==> config.mk <==
export PLATFORM = sky130hd
export DESIGN_NAME = mult_ctrl
export DESIGN_NICKNAME = d
export VERILOG_FILES = /design/src/rtl/mult_ctrl.sv
export SDC_FILE = /design/constraint.sdc
export NUM_CORES = 1
export LEC_CHECK = 0
export ABC_AREA = 1
export CAP_MARGIN = 20
export CORE_AREA = 5 5 42 44
export DETAILED_ROUTE_END_ITERATION = 10
export DIE_AREA = 0 0 47 49
export PLACE_DENSITY = 0.6
export SLEW_MARGIN = 10
export SYNTH_ARGS = -nofsm -noshare
export SYNTH_HDL_FRONTEND = slang
export SYNTH_SLANG_ARGS = --single-unit
==> constraint.sdc <==
create_clock -name clk -period 1.75 [get_ports clk]
set_input_delay 0.35 -clock clk [delete_from_list [all_inputs] [get_ports clk]]
set_output_delay 0.35 -clock clk [all_outputs]
set_load 0.03 [all_outputs]
==> src/rtl/mult_ctrl.sv <==
// mult_ctrl: sequencer for a shift-and-add multiplier (LOAD -> RUN x WIDTH -> FLUSH -> DONE).
// Latency: start sampled at edge 0, load_en in cycle 1, done in cycle WIDTH+3 (earlier with early exit).
// Flow control: start is only sampled in IDLE; abort cancels LOAD/RUN/FLUSH; optional early exit via `MULT_CTRL_EARLY_EXIT_EN.
module mult_ctrl #(
  parameter int WIDTH = 4
) (
  input  logic                         clk,
  input  logic                         rst,
  input  logic                         start,
  input  logic                         abort,
  input  logic                         b_zero,
  output logic                         load_en,
  output logic                         acc_clr,
  output logic                         shift,
  output logic                         acc_add,
  output logic                         busy,
  output logic                         done,
  output logic [$clog2(WIDTH+1)-1:0]   iter
);

  localparam int IW = $clog2(WIDTH + 1);
  localparam logic [IW-1:0] ITER_MAX  = IW'(WIDTH);
  localparam logic [IW-1:0] ITER_LAST = IW'(WIDTH - 1);

  typedef enum logic [2:0] {
    S_IDLE  = 3'd0,
    S_LOAD  = 3'd1,
    S_RUN   = 3'd2,
    S_FLUSH = 3'd3,
    S_DONE  = 3'd4
  } state_t;

  state_t        r_state;
  state_t        w_next_state;
  logic [IW-1:0] r_iter;
  logic          r_acc_add;
  logic          w_early_exit;

  // Early exit only once at least one shift has landed, so a freshly loaded
  // B register cannot end the run before it has been looked at.
`ifdef MULT_CTRL_EARLY_EXIT_EN
  assign w_early_exit = b_zero && (r_iter != '0);
`else
  logic w_unused_b_zero;
  assign w_unused_b_zero = b_zero;
  assign w_early_exit    = 1'b0;
`endif

  // State register with synchronous reset
  always_ff @(posedge clk) begin
    if (rst) begin
      r_state <= S_IDLE;
    end else begin
      r_state <= w_next_state;
    end
  end

  // Next-state logic; abort wins over normal progress in LOAD/RUN/FLUSH
  always_comb begin
    w_next_state = r_state;
    case (r_state)
      S_IDLE:  if (start) w_next_state = S_LOAD;
      S_LOAD:  w_next_state = abort ? S_IDLE : S_RUN;
      S_RUN: begin
        if (abort) begin
          w_next_state = S_IDLE;
        end else if ((r_iter >= ITER_LAST) || w_early_exit) begin
          w_next_state = S_FLUSH;
        end else begin
          w_next_state = S_RUN;
        end
      end
      S_FLUSH: w_next_state = abort ? S_IDLE : S_DONE;
      S_DONE:  w_next_state = S_IDLE;
      default: w_next_state = S_IDLE;
    endcase
  end

  // Output decode from the registered state only; busy covers DONE as well
  always_comb begin
    load_en = 1'b0;
    acc_clr = 1'b0;
    shift   = 1'b0;
    busy    = 1'b0;
    done    = 1'b0;
    case (r_state)
      S_LOAD:  begin load_en = 1'b1; acc_clr = 1'b1; busy = 1'b1; end
      S_RUN:   begin shift = 1'b1; busy = 1'b1; end
      S_FLUSH: busy = 1'b1;
      S_DONE:  begin busy = 1'b1; done = 1'b1; end
      default: ;
    endcase
  end

  // Shift counter: cleared on entry to LOAD, counts each RUN cycle, saturates at WIDTH
  always_ff @(posedge clk) begin
    if (rst) begin
      r_iter <= '0;
    end else if ((r_state == S_IDLE) && start) begin
      r_iter <= '0;
    end else if ((r_state == S_RUN) && (r_iter != ITER_MAX)) begin
      r_iter <= r_iter + 1'b1;
    end
  end

  // acc_add trails shift by one cycle (B's serial bit is registered); an abort kills it
  always_ff @(posedge clk) begin
    if (rst) begin
      r_acc_add <= 1'b0;
    end else begin
      r_acc_add <= (r_state == S_RUN) && !abort;
    end
  end

  assign acc_add = r_acc_add;
  assign iter    = r_iter;

endmodule

## Word-level counts from Yosys, hierarchy flattened

Index checks and enable logic that the tools add are counted.

- Logic and storage cells: 28
- Register bits: 7
- Input port bits: 5

- Order comparisons: 1
- Multiplexer cells: 10
- Add/sub/neg operators: 1
- Eq/ne operators: 6
- Reductions and logical operators: 7

Operators with widths:

| cell | number |
|---|---|
| case mux 3 bit (4 select lines) | 1 |
| equality test 3 x 2 -> 1 bit (second input constant) | 2 |
| 2-to-1 mux 3 bit | 2 |
| 2-to-1 mux 1 bit | 5 |
| 2-to-1 mux 2 bit | 2 |
| OR reduction 4 bit | 1 |
| adder 3 x 1 -> 3 bit (second input constant) | 1 |
| equality test 3 x 1 -> 1 bit (second input constant) | 1 |
| equality test 3 bit (second input constant) | 1 |
| >= comparator 3 x 2 -> 1 bit (second input constant) | 1 |
| logical AND 1 bit | 3 |
| logical NOT 3 bit | 1 |
| inequality test 3 bit (second input constant) | 1 |
| inequality test 2 bit (second input constant) | 1 |
| OR reduction 2 bit | 1 |
| logical NOT 1 bit | 1 |

## Logic depth before layout (Yosys ltp)

Gate-level depths: netlist of run 1.

- Word-level depth: 4
- Gate-level depth with buffers: 7
- Mapped depth without buffers: 7

## Least setup slack after synthesis of run 1

Ideal clock, no wire load.

- Path type: reg2out
- Start point: reg r_state[0]
- End point: out load_en
- Data arrival time: 1.015 ns
- Buffers on the path: 1
- Cell stages (with the launch flop): 4
- Required time: 1.400 ns
- Setup slack: 0.385 ns
- Cells stage by stage: dfxtp_1 > nand3_1 > inv_1 > buf_4

- Word-level cells in the longest chain between the ends: 2

RTL lines:

| what | RTL line | source |
|---|---|---|
| from (decl) | 33 | `state_t r_state;` |
| from (signal assigned) | 54 | `r_state <= w_next_state;` |
| equality test 3 x 1 -> 1 bit | -- |  |
| 2-to-1 mux 1 bit | -- |  |
| to (decl) | 12 | `output logic load_en,` |

Every way passes these cells.

## Final worst setup path of run 1

- Start point: reg r_iter[1], in the netlist iter[1]
- End point: out iter[1]

RTL lines:

| what | RTL line | source |
|---|---|---|
| from (decl) | 35 | `logic [IW-1:0] r_iter;` |
| from (signal assigned) | 102 | `r_iter <= r_iter + 1'b1;` |
| to (decl) | 18 | `output logic [$clog2(WIDTH+1)-1:0] iter` |

No word-level cell between the ends.

==> results of run 1 <==
cells by family after synthesis:
logic type | after synthesis | share of synthesized area
buffers and inverters | 15 | 0.140
flip-flops | 7 | 0.326
AND/OR/NAND/NOR | 32 | 0.413
adder cells (fa/ha/maj) | 3 | 0.0872
AO/OA/AOI/OAI | 3 | 0.0349
per-layer routing:
| metal | GRT usage | vias to the layer above |
|---|---|---|
| met5 | 0 | - |
| met4 | 0.0553 | 0 |
| met3 | 0.0221 | 4 |
| met2 | 0.129 | 15 |
| met1 | 0.110 | 179 |
| li1 | - | 225 |
sequential cells by signal, indices dropped and copies added, names as in the netlist:
register  count
acc_add       1
r_state       3
iter          3
layout make-up:
type / count / area, um2
Inverter: 14 / 52.6
Multi-Input combinational cell: 38 / 230
Tap cell: 16 / 20.0
Sequential cell: 7 / 140
Timing Repair Buffer: 17 / 153
Clock buffer: 4 / 26.3
Fill cell: 165 / 779
worst paths after layout:
check                                to  slack (ns)  cells past startpoint
worst min-delay path            iter[0]        0.52                      2
worst min register to register  iter[0]        0.52                      2
worst max-delay path            iter[1]        0.07                      1
worst max register to register  iter[1]        0.57                      6
Yosys cell counts:
cell,number
nand2_1,10
inv_1,9
dfxtp_1,7
nand3_1,6
inv_2,5
nor2_1,4
nor2_2,4
a21oi_1,3
ha_1,3
nand3_2,3
nand2_2,2
buf_4,1
nand4_1,1
nor2_4,1
nor3_2,1
placed cells by master, fill, tap and decap left out:
master	Yosys	routed
nor2_4	1	1
clkbuf_4	0	3
nand2_1	10	10
nor2_2	4	4
clkbuf_1	0	1
ha_1	3	3
buf_4	1	6
dlymetal6s2s_1	0	1
a21oi_1	3	3
clkdlybuf4s50_1	0	6
inv_2	5	5
inv_1	9	9
dlygate4sd2_1	0	4
nand2_2	2	2
nand3_2	3	3
nor3_2	1	1
dfxtp_1	7	7
nor2_1	4	4
nand4_1	1	1
nand3_1	6	6
power by group through the flow:
stage	combinational, mW	sequential (mW)	clock, mW
final	0.0930	0.170	0.148
after detailed placement	0.0981	0.174	0
after floorplan	0.0548	0.177	0
after global placement	0.0975	0.174	0
after global routing	0.102	0.171	0.163
after CTS	0.0944	0.171	0.152
==> out/results.tsv, run 1 <==
metric	value	unit
maximum clock insertion buffer count	2	
HPWL Detailed	697	um
Routed WL per cell	8.88	um
# IOs	14	
fmax	0.597	GHz
chip width	47	um
syn_nets	68	
met2 WL	382	um
via count	423	
Inst Count DP	92	
setup bufs post-CTS	0	
synth top area cells	dfxtp_1 33%, ha_1 8.7%, nand2_1 8.7%, inv_1 7.8%, nand3_1 7.0%	
initial detailed-routing violation count	10	
clock share of power	0.359	
Post-Place Setup Slack	0.126	ns
Crit. End Element	output port	
Worst setup startpoint	iter[1]	
Final Routed Wirelength	852	um
Reg power frac	0.415	
sw frac	0.291	
Hold Vio Cnt, Final	0	
clock sink total	7	
Port Buf Inserts	12	
Synth cell types	15	
Hold Buf Count CTS	0	
Max Slew Vio Count	0	
Worst Path Required	1.40	ns
placed cell area	598	um2
Syn Area/Cell	7.17	um2
NetSw	0.119	mW
n_diodes	0	
clk_lat worst skew	0.25	ns
RD Place Congestion	0.761	
# resized after CTS	4	
Critical Path AT	1.33	ns
Overflow after GRT	0	
maximum VDD drop	0.000381	V
Area Overhead vs Synth	44.5	%
Largest delay share family, worst path	buffers and inverters	
Design Area, Final	622	um2
synth warn	0	
gr usage total	0.0880	
CTS Buf Count	3	
fin crit period	1.68	ns
reg2reg start	iter[0]	
Worst Hold Launch	iter[0]	
row cnt	14	
status	complete, no violations	
crit path cell chain	clkdlybuf4s50_1	
routed wl met3	58	um
Buffers & Inverters on Critical Path	1	
Critical Path Fanout Max	4	
uppermost layer routed	met4	
#FFs+latches synth	7	
PnR worst setup slack	0.0749	ns
CTS root buffer	clkbuf_4	
chip height	49	um
RSZ-0062 raised after global routing	false	
vias in the first global route	381	
H-tree depth	1	
Non-Filler Instances	96	
Pwr Total	0.411	mW
worst hold margin	0.520	ns
layout cell share with drive strength beyond 1	0.313	
Vias/cell	4.41	
sequential element share of the synthesized area	0.326	
Post-Syn Area	430	um2
HP Class	reg2reg	
DRC Markers	0	
initial antenna violation count	0	
internal power	0.291	mW
final setup fails	0	
Tcrit/Tclk final	0.957	
first-pass GRT wire length	1.48	mm
fin nets	89	
utilization after layout	0.444	
power density cells	661	mW/mm2
post-route setup TNS	0	ns
combinational power share	0.226	
Core Footprint	0.00140	mm2
CP max stage delay	0.70	ns
Reg clk slew, reported paths	0.05	ns
worst clock skew	0.00651	ns
DRT antenna net count	0	
critical path type	reg2out	
pin count of the biggest net entering global routing	6	
DR pass1 iterations	4	
Post-Route M1 WL	391	um
critical path's slowest cell	clkdlybuf4s50_1	
Syn Inst Count	60	
area leader, netlist	dfxtp_1	
max_slew headroom	0.789	
top-area cell type share of the netlist area	0.326	
die area	0.00230	mm2
Leak Pwr	0.344	nW
initial core utilization	0.307	
max cap viols	0	
worst slew pin tran	0.315	ns
CTS tree	done	
crit start category	register	
(Power assumes the default switching activity.)
==> inputs of run 2 (changes only) <==
CORE_AREA = 2 2 39 41   (was 5 5 42 44)
DIE_AREA = 0 0 41 43   (was 0 0 47 49)
PLACE_DENSITY = 0.62   (was 0.6)
clock period = 1.51 ns   (was 1.75 ns; I/O delays follow)
==> out/results.tsv, run 2 (same netlist as run 1, synthesis figures left out) <==
metric	value	unit
via count	393	
commonest cells after routing, fill and taps aside	10 x nand2_1, 9 x inv_1, 6 x nand3_1, 6 x dfxtp_1, 6 x buf_4	
DRT antenna net count	0	
worst slew pin tran	0.302	ns
maximum VDD drop	0.000461	V
clk_lat worst skew	0.26	ns
vias in the first global route	343	
RSZ-0062 raised after global routing	false	
chip height	43	um
crit start category	register	
fin nets	85	
pin count of the biggest net entering global routing	8	
CTS tree	done	
Tcrit/Tclk final	0.944	
HP Class	reg2reg	
DR pass1 iterations	5	
Reg power frac	0.421	
Reg clk slew, reported paths	0.05	ns
DRC Markers	0	
CTS root buffer	clkbuf_4	
fmax	0.701	GHz
fin crit period	1.43	ns
Overflow after GRT	0	
power density cells	813	mW/mm2
die area	0.00176	mm2
initial core utilization	0.311	
Crit. End Element	output port	
CTS Buf Count	3	
Port Buf Inserts	12	
initial antenna violation count	0	
internal power	0.330	mW
reg2reg setup slack	0.31	ns
n_diodes	0	
Area Overhead vs Synth	36.0	%
clock sink total	7	
worst clock skew	0.000426	ns
status	complete, no violations	
final setup fails	0	
HPWL Detailed	646	um
Hold Vio Cnt, Final	0	
Leak Pwr	0.320	nW
critical path type	reg2out	
maximum clock insertion buffer count	2	
max_slew headroom	0.799	
RD Place Congestion	0.677	
Worst Path Required	1.21	ns
layout cell share with drive strength beyond 1	0.342	
commonest non-fill, non-tap cell in the layout	nand2_1	
first-pass GRT wire length	1.33	mm
chip width	41	um
PnR worst setup slack	0.0839	ns
max cap viols	0	
Hold Buf Count CTS	0	
# IOs	14	
Vias/cell	4.27	
Critical Path Fanout Max	4	
NetSw	0.145	mW
Core Footprint	0.00138	mm2
combinational power share	0.204	
initial detailed-routing violation count	4	
Max Slew Vio Count	0	
Critical Path AT	1.12	ns
Routed WL per cell	8.86	um
gr usage total	0.115	
sw frac	0.306	
Final Routed Wirelength	815	um
H-tree depth	1	
Post-Place Setup Slack	0.157	ns
post-route setup TNS	0	ns
row cnt	14	
clock share of power	0.375	
[run 2: cell types whose count changed in the layout (fill, tap and decap cells not counted), sizes merged]
| cell | before | now |
|---|---|---|
| dlymetal6s2s | 1 | 0 |
| clkdlybuf4s50 | 6 | 3 |
[run 2: stage by stage]
| step | hold slack, ns | instances | instance area (um2) | util | power [mW] |
|---|---|---|---|---|---|
| 2_1_floorplan | 0.371 | 60 | 430 | - | 0.269 |
| 3_3_place_gp | 0.519 | 88 | 558 | 0.403 | 0.300 |
| 3_5_place_dp | 0.518 | 88 | 558 | 0.403 | 0.300 |
| 4_1_cts | 0.550 | 92 | 584 | 0.422 | 0.483 |
| 5_1_grt | 0.581 | 92 | 586 | 0.423 | 0.503 |
| 6_report | 0.539 | 92 | 586 | 0.423 | 0.476 |
[run 2: critical path, cell delays in order (launching register included)]
cell and delay, ns:
dfxtp_1 0.44, inv_2 0.06, nand3_1 0.11, nand3_1 0.08, buf_4 0.17
[run 2: final cells by class]
cell class | instances | area [um2]
Inverter | 14 | 52.6
Sequential cell | 7 | 141
Clock buffer | 4 | 26.3
Tap cell | 16 | 20.0
Timing Repair Buffer | 13 | 110
Multi-Input combinational cell | 38 | 235
Fill cell | 144 | 798
[run 2: path summary, 6_finish.rpt]
| kind | from | end | cells after the start |
|---|---|---|---|
| max | r_state[1] | busy | 4 |
| min | r_state[0] | r_state[2] | 2 |
| max reg2reg | iter[0] | iter[2] | 6 |
| min reg2reg | r_state[0] | r_state[2] | 2 |
[run 2: power groups by stage]
stage	clock, mW	combinational [mW]	sequential, mW
3_3_place_gp	0	0.0970	0.202
3_5_place_dp	0	0.0971	0.203
4_1_cts	0.185	0.0978	0.200
5_1_grt	0.195	0.107	0.201
2_1_floorplan	0	0.0636	0.205
6_report	0.179	0.0970	0.200
[run 2: timing repair]
item	CTS	global route
setup buffers	0	0
setup endpoints to repair	5	4
resized for setup	5	1
[run 2: metal layers]
| layer | vias to the layer above | routed length, um | track usage |
|---|---|---|---|
| met1 | 160 | 363 | 0.137 |
| met5 | - | 0 | 0 |
| met3 | 5 | 57 | 0.0314 |
| met2 | 13 | 362 | 0.159 |
| met4 | 0 | 31 | 0.100 |
| li1 | 215 | - | - |
==> inputs of run 3 (changes only) <==
ABC_AREA = 0   (was 1)
PLACE_DENSITY = 0.59   (was 0.62)
==> out/results.tsv, run 3 <==
metric	value	unit
PnR worst setup slack	0.0400	ns
clock sink total	7	
die area	0.00176	mm2
CTS Buf Count	3	
fillers	151	
Post-Syn Area	395	um2
initial antenna violation count	0	
sequential element share of the synthesized area	0.354	
layout cell share with drive strength beyond 1	0.333	
Core Footprint	0.00138	mm2
max_slew headroom	0.793	
Tcrit/Tclk final	0.974	
gr usage total	0.106	
Hold Buf Count CTS	0	
Leak Pwr	0.257	nW
Design Area, Final	571	um2
reg2reg path depth	5	
DRC Markers	0	
Max Slew Vio Count	0	
Synth cell types	25	
RSZ-0062 raised after global routing	false	
placed cell area	534	um2
maximum clock insertion buffer count	2	
n_diodes	0	
XOR/XNOR Fraction of Synth Area	0.0443	
power density cells	761	mW/mm2
chip width	41	um
RD Place Congestion	0.673	
Overflow after GRT	0	
hold path cells	2	
top-area cell type share of the netlist area	0.354	
synth top area cells	dfxtp_1 35%, ha_1 9.5%, inv_1 4.7%, nor4_1 4.7%, xnor2_1 4.4%	
post-route setup TNS	0	ns
commonest cells after routing, fill and taps aside	9 x buf_4, 6 x dfxtp_1, 5 x inv_1, 4 x dlygate4sd2_1	
area occupied by multi-input gates	211	um2
Compound-Gate Fraction of Synth Area	0.136	
fin nets	72	
Critical Path AT	1.17	ns
HPWL Detailed	640	um
CTS root buffer	clkbuf_4	
most frequent cell after synthesis	dfxtp_1	
Post-Synth Simple-Gate Area	0.241	
Async S/R FF share, synth	0	
Vias/cell	4.66	
fin crit period	1.47	ns
main combinational cell family by area after synthesis	simple AND/OR/NAND/NOR gates	
max cap viols	0	
DR pass1 iterations	4	
critical path type	reg2out	
CTS tree	done	
Syn Inst Count	45	
status	complete, no violations	
first-pass GRT wire length	1.25	mm
worst slew pin tran	0.312	ns
synth warn	0	
Post-Synth Adder-Cell Area	0.0949	
# IOs	14	
Area Overhead vs Synth	44.3	%
Crit. End Element	output port	
Reg clk slew, reported paths	0.05	ns
initial detailed-routing violation count	8	
Syn Area/Cell	8.79	um2
Pwr Total	0.434	mW
DRT antenna net count	0	
Critical Path Fanout Max	4	
number of flops mapped to enable cells by yosys	0	
area leader, netlist	dfxtp_1	
vias in the first global route	320	
initial core utilization	0.286	
met3 GRT Util	0.0785	
HP Class	reg2reg	
FF+latch area	141	um2
Hold Vio Cnt, Final	0	
most instantiated cells after synthesis	7 x dfxtp_1, 5 x inv_1, 3 x a21oi_1, 3 x ha_1, 3 x nor4_1	
GRT busiest layer	met2	
via count	368	
worst clock skew	0.00287	ns
row cnt	14	
H-tree depth	1	
#FFs+latches synth	7	
Post-Place Setup Slack	0.127	ns
Routed WL per cell	10.7	um
Final Routed Wirelength	843	um
post-synthesis mux area share	0	
maximum VDD drop	0.000496	V
Top FF cell, synth	dfxtp_1	
met2 usage	0.156	
GR Layer Usage met1	0.121	
fmax	0.680	GHz
Worst Path Required	1.21	ns
crit start category	register	
syn_nets	53	
clk_lat worst skew	0.25	ns
pin count of the biggest net entering global routing	8	
chip height	43	um
final setup fails	0	
Port Buf Inserts	12	
commonest non-fill, non-tap cell in the layout	buf_4	
[run 3: path summary, 6_finish.rpt]
check,end,from,slack (ns)
max,shift,r_state[0],0.04
min,iter[0],iter[0],0.55
max reg2reg,r_state[0],iter[0],0.18
min reg2reg,iter[0],iter[0],0.55
[run 3: per-layer routing]
metal	wire length (um)	vias to the layer above	share of wire
li1	-	190	-
met1	391	164	0.46
met2	354	14	0.42
met3	97	0	0.12
met4	0	0	0
met5	0	-	0
[run 3: logic make-up (layout without fill, tap and decap cells)]
group,after synthesis,count (layout)
adders and majority gates,3,3
xor gates and xnor gates,2,2
AOI/OAI and AO/OA,9,9
and+or+nand+nor,15,15
buffers and inverters,9,27
DFF,7,7
[run 3: final cells by class]
cell class / count / share of cell area
Tap cell: 16 / 0.0351
Multi-Input combinational cell: 29 / 0.371
Clock buffer: 4 / 0.0461
Sequential cell: 7 / 0.248
Inverter: 6 / 0.0482
Timing Repair Buffer: 17 / 0.252
[run 3: timing repair]
action,in CTS,in global routing
endpoints found under the setup margin,5,2
setup buffers,1,0
hold endpoints to repair,0,0
gates resized for setup,4,3
pin swaps,0,0
[run 3: through the flow]
step                       util  std cells  hold WS, ns
after global routing      0.412         79        0.589
after detailed placement  0.386         74        0.527
final                     0.412         79        0.549
after floorplan               -         45        0.378
after CTS                 0.407         79        0.535
after global placement    0.386         74        0.541
[run 3: power by group]
part           switching (mW)  internal (mW)  leakage [nW]
Clock                  0.0678          0.101        0.0150
Sequential            0.00200          0.189        0.0572
Combinational          0.0402         0.0347         0.185
[run 3: critical path, stage by stage, from the launching register on]
cell and delay [ns]:
dfxtp_1 0.31, or3b_4 0.42, clkinv_4 0.08, buf_6 0.12
